## src/rtl/out_port_pkg.sv

```systemverilog
// Shared types and defaults for the output-port UART.
package out_port_pkg;

  typedef enum logic [1:0] {
    IDLE  = 2'd0,
    START = 2'd1,
    DATA  = 2'd2,
    STOP  = 2'd3
  } tx_state_t;

  localparam int   DEFAULT_CLKS_PER_BIT = 16;
  localparam int   DEFAULT_DEPTH        = 4;
  localparam logic UART_IDLE_LEVEL      = 1'b1;

  // Line level that a given frame state drives; data_bit is only used in DATA.
  function automatic logic tx_level(input tx_state_t state, input logic data_bit);
    case (state)
      START:   return 1'b0;
      DATA:    return data_bit;
      default: return UART_IDLE_LEVEL;
    endcase
  endfunction

endpackage

```

## src/rtl/sync_fifo.sv

```systemverilog
// Small single-clock FIFO with registered full/empty flags and a live count.
module sync_fifo
  import out_port_pkg::*;
#(
  parameter int WIDTH = 8,
  parameter int DEPTH = DEFAULT_DEPTH
) (
  input  logic                   clk,
  input  logic                   rst,
  input  logic                   push,
  input  logic                   pop,
  input  logic [WIDTH-1:0]       wr_data,
  output logic [WIDTH-1:0]       rd_data,
  output logic                   full,
  output logic                   empty,
  output logic [$clog2(DEPTH):0] count
);

  localparam int AW = $clog2(DEPTH);
  localparam int CW = AW + 1;

  logic [WIDTH-1:0] mem [DEPTH];
  logic [AW-1:0]    wr_ptr_reg;
  logic [AW-1:0]    rd_ptr_reg;
  logic [CW-1:0]    count_reg;
  logic [CW-1:0]    count_next;
  logic             full_reg;
  logic             empty_reg;
  logic             do_push;
  logic             do_pop;

  // A push into a full FIFO is still legal when the head leaves on the same edge.
  assign do_push = push && (!full_reg || pop);
  assign do_pop  = pop && !empty_reg;

  // Head is presented directly; the consumer registers it when it pops.
  assign rd_data = mem[rd_ptr_reg];
  assign full    = full_reg;
  assign empty   = empty_reg;
  assign count   = count_reg;

  // Occupancy after this edge; push and pop together cancel.
  always_comb begin
    count_next = count_reg;
    case ({do_push, do_pop})
      2'b10:   count_next = count_reg + CW'(1);
      2'b01:   count_next = count_reg - CW'(1);
      default: count_next = count_reg;
    endcase
  end

  // Storage array; contents need no reset since empty gates every read.
  always_ff @(posedge clk) begin
    if (do_push) begin
      mem[wr_ptr_reg] <= wr_data;
    end
  end

  // Pointers wrap naturally because DEPTH is a power of two.
  always_ff @(posedge clk) begin
    if (!rst) begin
      wr_ptr_reg <= '0;
      rd_ptr_reg <= '0;
      count_reg  <= '0;
      full_reg   <= 1'b0;
      empty_reg  <= 1'b1;
    end else begin
      if (do_push) begin
        wr_ptr_reg <= wr_ptr_reg + AW'(1);
      end
      if (do_pop) begin
        rd_ptr_reg <= rd_ptr_reg + AW'(1);
      end
      count_reg <= count_next;
      full_reg  <= (count_next == CW'(DEPTH));
      empty_reg <= (count_next == '0);
    end
  end

endmodule

```

## src/rtl/out_port_uart.sv

```systemverilog
// CPU output port: captures alu_out on the output strobe, keeps the last byte
// visible on data_out, and serialises buffered bytes as 8N1 UART frames.
module out_port_uart
  import out_port_pkg::*;
#(
  parameter int CLKS_PER_BIT = DEFAULT_CLKS_PER_BIT,
  parameter int DEPTH        = DEFAULT_DEPTH
) (
  input  logic       clk,
  input  logic       rst,
  input  logic       write_en,
  input  logic [7:0] data_in,
  output logic [7:0] data_out,
  output logic       tx,
  output logic       busy,
  output logic       full,
  output logic       empty,
  output logic       overflow
);

  localparam int            TW       = $clog2(CLKS_PER_BIT);
  localparam int            CW       = $clog2(DEPTH) + 1;
  localparam logic [TW-1:0] BIT_LAST = TW'(CLKS_PER_BIT - 1);

  tx_state_t     state_reg;
  tx_state_t     state_next;
  logic [TW-1:0] timer_reg;
  logic [TW-1:0] timer_next;
  logic [2:0]    bit_idx_reg;
  logic [2:0]    bit_idx_next;
  logic [7:0]    shift_reg;
  logic [7:0]    shift_next;
  logic          tx_reg;
  logic          tx_next;
  logic          busy_reg;
  logic          busy_next;
  logic [7:0]    data_out_reg;
  logic          overflow_reg;

  logic          pop;
  logic          accept;
  logic          bit_done;
  logic [7:0]    fifo_head;
  logic [CW-1:0] fifo_count;

  // A pop on this edge frees a slot, so a write into a full FIFO still lands.
  assign accept   = write_en && ((fifo_count != CW'(DEPTH)) || pop);
  assign bit_done = (timer_reg == BIT_LAST);

  sync_fifo #(
    .WIDTH (8),
    .DEPTH (DEPTH)
  ) u_fifo (
    .clk     (clk),
    .rst     (rst),
    .push    (accept),
    .pop     (pop),
    .wr_data (data_in),
    .rd_data (fifo_head),
    .full    (full),
    .empty   (empty),
    .count   (fifo_count)
  );

  // Last accepted byte and the sticky dropped-write flag.
  always_ff @(posedge clk) begin
    if (!rst) begin
      data_out_reg <= 8'h00;
      overflow_reg <= 1'b0;
    end else begin
      if (accept) begin
        data_out_reg <= data_in;
      end else if (write_en) begin
        overflow_reg <= 1'b1;
      end
    end
  end

  // Frame sequencing; tx and busy are derived from the next state so they are
  // registered alongside the FSM with no path from write_en.
  always_comb begin
    state_next   = state_reg;
    timer_next   = timer_reg + TW'(1);
    bit_idx_next = bit_idx_reg;
    shift_next   = shift_reg;
    pop          = 1'b0;
    case (state_reg)
      IDLE: begin
        timer_next = '0;
        if (!empty) begin
          pop        = 1'b1;
          shift_next = fifo_head;
          state_next = START;
        end
      end
      START: begin
        if (bit_done) begin
          timer_next   = '0;
          bit_idx_next = 3'd0;
          state_next   = DATA;
        end
      end
      DATA: begin
        if (bit_done) begin
          timer_next = '0;
          shift_next = {1'b0, shift_reg[7:1]};
          if (bit_idx_reg == 3'd7) begin
            state_next = STOP;
          end else begin
            bit_idx_next = bit_idx_reg + 3'd1;
          end
        end
      end
      STOP: begin
        if (bit_done) begin
          timer_next = '0;
          state_next = IDLE;
        end
      end
      default: begin
        timer_next = '0;
        state_next = IDLE;
      end
    endcase
    tx_next   = tx_level(state_next, shift_next[0]);
    busy_next = (state_next != IDLE);
  end

  // FSM and line registers; reset aborts any frame and drives the line idle.
  always_ff @(posedge clk) begin
    if (!rst) begin
      state_reg   <= IDLE;
      timer_reg   <= '0;
      bit_idx_reg <= 3'd0;
      shift_reg   <= 8'h00;
      tx_reg      <= UART_IDLE_LEVEL;
      busy_reg    <= 1'b0;
    end else begin
      state_reg   <= state_next;
      timer_reg   <= timer_next;
      bit_idx_reg <= bit_idx_next;
      shift_reg   <= shift_next;
      tx_reg      <= tx_next;
      busy_reg    <= busy_next;
    end
  end

  assign data_out = data_out_reg;
  assign overflow = overflow_reg;
  assign tx       = tx_reg;
  assign busy     = busy_reg;

endmodule

```

## config.mk

```make
export PLATFORM = sky130hd
export DESIGN_NAME = out_port_uart
export DESIGN_NICKNAME = d
export VERILOG_FILES = /design/src/rtl/out_port_pkg.sv /design/src/rtl/sync_fifo.sv /design/src/rtl/out_port_uart.sv
export SDC_FILE = /design/constraint.sdc
export NUM_CORES = 1
export LEC_CHECK = 0
export CAP_MARGIN = 20
export CORE_MARGIN = 10
export CORE_UTILIZATION = 55
export CTS_CLUSTER_SIZE = 10
export DETAILED_ROUTE_END_ITERATION = 8
export DONT_BUFFER_PORTS = 1
export PLACE_DENSITY_LB_ADDON = 0.3
export SLEW_MARGIN = 5
export SYNTH_ARGS = -nofsm -noshare
export SYNTH_HDL_FRONTEND = slang
export SYNTH_SLANG_ARGS = --single-unit
export TNS_END_PERCENT = 20
```

## constraint.sdc

```tcl
create_clock -name clk -period 3.17 [get_ports clk]
set_clock_uncertainty 0.2 [all_clocks]
set_input_delay 0.951 -clock clk [delete_from_list [all_inputs] [get_ports clk]]
set_output_delay 0.951 -clock clk [all_outputs]
set_load 0.01 [all_outputs]
```

== After elaboration in Yosys (flattened, before gate mapping) ==
Memory sizes are Yosys's and may differ from the RTL's. A register that Yosys moved wholly into a read port is not among the register bits.
Index checks and enable logic that the tools add are counted.

* Register bits: 37
* RAM bits: 32
* Input port bits: 11
* Output and inout bits: 13
* Word-level logic and storage cells: 76
* Memories: 1

{| class="wikitable"
|+ Memory list
! memory !! words !! bits a word !! rd ports !! clocked after Yosys merged registers in !! write ports !! line !! RTL
|-
| u_fifo.mem || 4 || 8 || 1 || 1 || 1 || sync_fifo.sv:22 || <nowiki>logic [WIDTH-1:0] mem [DEPTH];</nowiki>
|}

* Add/sub/neg operators: 6
* Equality and inequality tests: 15
* Multiplexer cells: 23
* Bitwise logic cells: 1
* Reduce and logical (&&, ||, !) cells: 16

{| class="wikitable"
|+ Operators with widths
! kind !! number
|-
| $mux W8 || 2
|-
| $pmux W8 S2 || 1
|-
| $mux W2 || 7
|-
| $pmux W3 S2 || 2
|-
| $mux W3 || 3
|-
| $eq A2 B2 Y1 const B || 4
|-
| $ne A2 B2 Y1 const B || 4
|-
| $pmux W2 S4 || 1
|-
| $pmux W4 S2 || 1
|-
| $add A3 B1 Y3 const B || 2
|-
| $eq A2 B1 Y1 const B || 3
|-
| $eq A3 B3 Y1 const B || 2
|-
| $reduce_bool A2 Y1 || 3
|-
| $add A2 B1 Y2 const B || 2
|-
| $add A4 B1 Y4 const B || 1
|-
| $eq A4 B4 Y1 const B || 1
|-
| $mux W1 || 4
|-
| $mux W4 || 1
|-
| $reduce_and A4 Y1 || 1
|-
| $logic_and A1 B1 Y1 || 3
|-
| $logic_not A3 Y1 || 1
|-
| $ne A3 B3 Y1 const B || 1
|-
| $reduce_and A3 Y1 || 1
|-
| $reduce_or A3 Y1 || 1
|-
| other kinds (7) || 9
|}

== Longest topological paths before layout ==
* Depth in word-level cells: 8
* Depth in mapped cells: 10
* Mapped depth without buffers: 10

== Hierarchy ==
A second synthesis with hierarchy kept.

* Cells, all modules: 226
* Area, all modules: 2,904.0 sq um

{| class="wikitable"
|+ Modules (own cells, without submodules)
! module !! instances !! cells an instance !! area each (sq um) !! sequential area each (sq um)
|-
| sync_fifo || 1 || 102 || 1,711.6 || 1,181.1
|-
| out_port_uart || 1 || 124 || 1,192.4 || 560.5
|}

== Worst setup path before layout ==
OpenSTA, ideal clock, no wires.

* Path type: input to register
* Start point: input write_en
* End point: register u_fifo.full_reg (netlist: u_fifo.full)
* Setup time: 0.065 ns
* Arrival time: 2.721 ns
* Required time: 2.905 ns
* Slack: 0.184 ns
* Stages: 9
* Buffers on the path: 0
* Path through: inv_1 > a21oi_1 > inv_1 > ha_1 > fa_1 > xnor2_1 > or3_1 > a21oi_1 > nor2b_1

* Longest elaborated chain between the ends: 5
* Elaborated cells between the ends (all ways): 6
* Classes of those cells: eq/ne (3); mux (1); reduce/logical (2)

{| class="wikitable"
|+ RTL lines
! what !! line !! RTL
|-
| from (decl) || out_port_uart.sv:11 || <nowiki>input logic write_en,</nowiki>
|-
| $logic_and A1 B1 Y1 * || out_port_uart.sv:47 || <nowiki>assign accept = write_en && ((fifo_count != CW'(DEPTH)) || pop);</nowiki>
|-
| $logic_and A1 B1 Y1 * || sync_fifo.sv:33 || <nowiki>assign do_push = push && (!full_reg || pop);</nowiki>
|-
| $eq A2 B1 Y1 or $eq A2 B2 Y1 (tied branches) || sync_fifo.sv:45 || <nowiki>case ({do_push, do_pop})</nowiki>
|-
| $pmux W3 S2 * || sync_fifo.sv:45 ||
|-
| $eq A3 B3 Y1 * || sync_fifo.sv:75 || <nowiki>full_reg <= (count_next == CW'(DEPTH));</nowiki>
|-
| to (signal assigned) || sync_fifo.sv:75 ||
|-
| to (decl) || sync_fifo.sv:27 || <nowiki>logic full_reg;</nowiki>
|}

Every way passes the cells marked *; elsewhere a longest branch is shown, timed or not.
A chain may end at the register's enable or synchronous reset.

== Worst setup path after layout ==
* Start point: register state_reg[1]
* End point: register u_fifo.full_reg (netlist: u_fifo.full)

* Longest elaborated chain between the ends: 8
* Elaborated cells between the ends (all ways): 11
* Classes of those cells: eq/ne (3); mux (2); reduce/logical (6)

{| class="wikitable"
|+ RTL lines
! what !! line !! RTL
|-
| from (decl) || out_port_uart.sv:25 || <nowiki>tx_state_t state_reg;</nowiki>
|-
| from (signal assigned) || out_port_uart.sv:139 || <nowiki>state_reg <= state_next;</nowiki>
|-
| $logic_not A2 Y1 * || out_port_uart.sv:87 || <nowiki>case (state_reg)</nowiki>
|-
| $mux W1 * || out_port_uart.sv:87 ||
|-
| $logic_or A1 B1 Y1 || out_port_uart.sv:47 ||
|-
| $logic_and A1 B1 Y1 || out_port_uart.sv:47 ||
|-
| $logic_and A1 B1 Y1 || sync_fifo.sv:33 ||
|-
| $eq A2 B1 Y1 or $eq A2 B2 Y1 (tied branches) || sync_fifo.sv:45 ||
|-
| $pmux W3 S2 * || sync_fifo.sv:45 ||
|-
| $eq A3 B3 Y1 * || sync_fifo.sv:75 ||
|}

Marked as above.

==> run summary <==
Outcome: complete, no violations
Synth async-reset ratio: 0
Placed cell areas: 0.00287 mm²
Detail Route Antenna Nets: 0
Max Fclk: 360 MHz
GRT Overall Usage: 0.124
Nets@finish: 245
Mapped Area: 0.00282 mm²
Root Buffer Master: clkbuf_8
Number of synthesized flops with an enable pin: 32
Via density: 5.39
Final setup viols: 0
Top_reg_cell synth: dfxtp_1
CTS tree: yes
Hold Fails Final Rpt: 0
Max Slew Vio Count: 0
Largest net degree at the start of global routing: 27
Setup TNS: 0 ns
H-tree depth: 3
Post CTS Setup Buffer Count: 0
Die width: 91.5 µm
PD cells: 806 mW/mm²
Arrival @ worst endpoint: 2.85 ns
Crit-path cells: or3_1 -> a21oi_1 -> inv_1 -> ha_1 -> fa_1 -> xnor2_1 -> or3_1 -> a21oi_1 -> nor2b_1
Initial antenna violation count: 0
Core area: 0.00485 mm²
Critical-path maximum fanout: 11
Initial Utilization: 0.581
Slowest stage delay, CP: 0.44 ns
Vias: 1,600
Synth Register Bits: 71
Sequential area share after synthesis: 0.619
GRT Residual Overflow: 0
Die Y: 91.5 µm
Commonest non-fill, non-tap cell in the layout: dfxtp_1
First-pass GRT wire length: 8140 µm
Die area: 0.00838 mm²
Worst vdd ir: 0.444 mV
Synth unique cells: 37
CP delay by family, top: simple AND/OR/NAND/NOR gates
Cts repair resizes: 0
Worst-skew pair later-pin latency: 0.34 ns
FF-to-FF path depth: 9
Fin util: 0.632
Max reg flops: 32
Total power: 2.47 mW
Fin area: 0.00307 mm²
Average wire per standard cell: 16.6 µm
Hpwl dp: 3480 µm
CP Class: reg2reg
Clock-pin slew on the worst setup and hold paths: 0.07 ns
Layout cell share with drive strength beyond 1: 0.113
Diode count: 0
Fin crit share: 0.876
Mapped Nets: 241
Cts bufs inserted: 9
Critical path's slowest cell: or3_1
# IOs: 24
Maxcap violations: 0
Detailed Routing Iterations Pass 1: 5
Required time of the critical path: 3.24 ns
Tmin final: 2.78 ns
Port Buffers: 0
Relative slew slack: 0.477
Iter 0 DRT Violations: 75
CTS Sinks: 71
Total wire length: 4940 µm
CP Depth: 9
Startpoint types: flop
Most frequent cells in the layout: dfxtp_1 (39), edfxtp_1 (32), nor2_1 (24)
CP Capture Type: flop
Area growth, synth to finish: 8.89%
Worst setup endpoint: u_fifo.full
Gpl congestion: 0.785
CP Buf/Inv Count: 1
Terminus of the critical flop-to-flop path: u_fifo.full
Synth Instances: 221
Number of global-route vias before repair: 1,648
CP startpoint: state_reg[1]
Pin slew with the least headroom to its limit: 0.780 ns
Row cnt: 25
Clock Path Buffers: 2
Leakage power: 1.17 nW
Hold WS: 0.253 ns
Hold_buf cts: 0
RR Startpoint: state_reg[1]
RSZ-0062 raised after global routing: false
DRC Markers: 0
Yosys warning total: 0
Worst R2R Setup Slack: 0.39 ns
Hold Crit Class: reg2reg
Syn avg cell area: 12.7 µm²
cell type report:
cell class	instances	area, µm²
Fill cell	371	1780
Sequential cell	71	1740
Multi-Input combinational cell	133	995
Clock buffer	10	128
Tap cell	67	83.8
Clock inverter	6	68.8
Inverter	7	26.3
Timing Repair Buffer	3	22.5
report_power, final:
group | switching, mW | internal, mW
Clock | 0.340 | 0.368
Sequential | 0.132 | 1.12
Combinational | 0.257 | 0.261
stage by stage:
step / instances / worst slack (ns)
floorplan: 221 / 0.184
finish: 297 / 0.393
global placement: 281 / 0.336
global route: 297 / 0.193
detailed placement: 281 / 0.269
CTS: 297 / 0.406
kinds of logic (layout without fill, tap and decap cells):
group | Yosys count | in the layout | share of synthesized area
muxes | 22 | 22 | 0.114
buffers and inverters | 17 | 26 | 0.0280
adders and majority gates | 9 | 9 | 0.0427
and+or+nand+nor | 61 | 61 | 0.100
DFF | 71 | 71 | 0.619
AOI/OAI and AO/OA | 35 | 35 | 0.0778
xor gates and xnor gates | 6 | 6 | 0.0187
how the worst min path moves through the flow:
stage / startpoint / end / slack (ns) / cells past startpoint
floorplan: shift_reg[6] / shift_reg[5] / 0.23 / 2
global placement: shift_reg[5] / shift_reg[4] / 0.24 / 2
detailed placement: shift_reg[3] / shift_reg[2] / 0.25 / 2
CTS: shift_reg[5] / shift_reg[4] / 0.26 / 2
global route: shift_reg[3] / shift_reg[2] / 0.28 / 2
finish: shift_reg[5] / shift_reg[4] / 0.25 / 2
Yosys cell counts, types with 2 or more instances:
library cell,number,area (µm²)
o21a_1,3,22.5
nor2b_1,2,12.5
edfxtp_1,32,961
nor3b_1,2,15.0
xnor2_1,3,26.3
xor2_1,3,26.3
and3_1,2,12.5
mux4_2,8,180
nor3_1,2,10.0
a31oi_1,2,12.5
inv_1,6,22.5
o21ai_0,3,15.0
nand3_1,2,10.0
or3_1,2,12.5
and2_1,7,43.8
a21oi_1,15,75.1
buf_2,3,15.0
clkbuf_1,4,15.0
nor2_1,24,90.1
mux2i_1,14,140
nand2_1,15,56.3
ha_1,8,100
a22oi_1,7,52.6
dfxtp_1,39,781
worst reg2reg max path, stage by stage (launching register included):
cell	delay, ns
dfxtp_1	0.40
or3_1	0.44
a21oi_1	0.20
inv_1	0.06
ha_1	0.21
fa_1	0.38
xnor2_1	0.14
or3_1	0.30
a21oi_1	0.22
nor2b_1	0.16
routing by layer:
layer | track usage | up-vias | wire length [µm]
met2 | 0.194 | 34 | 2420
met3 | 0.0436 | 7 | 280
met1 | 0.150 | 756 | 2170
met5 | 0 | - | 0
met4 | 0.0601 | 0 | 77
li1 | - | 803 | -
(Power assumes the default switching activity.)
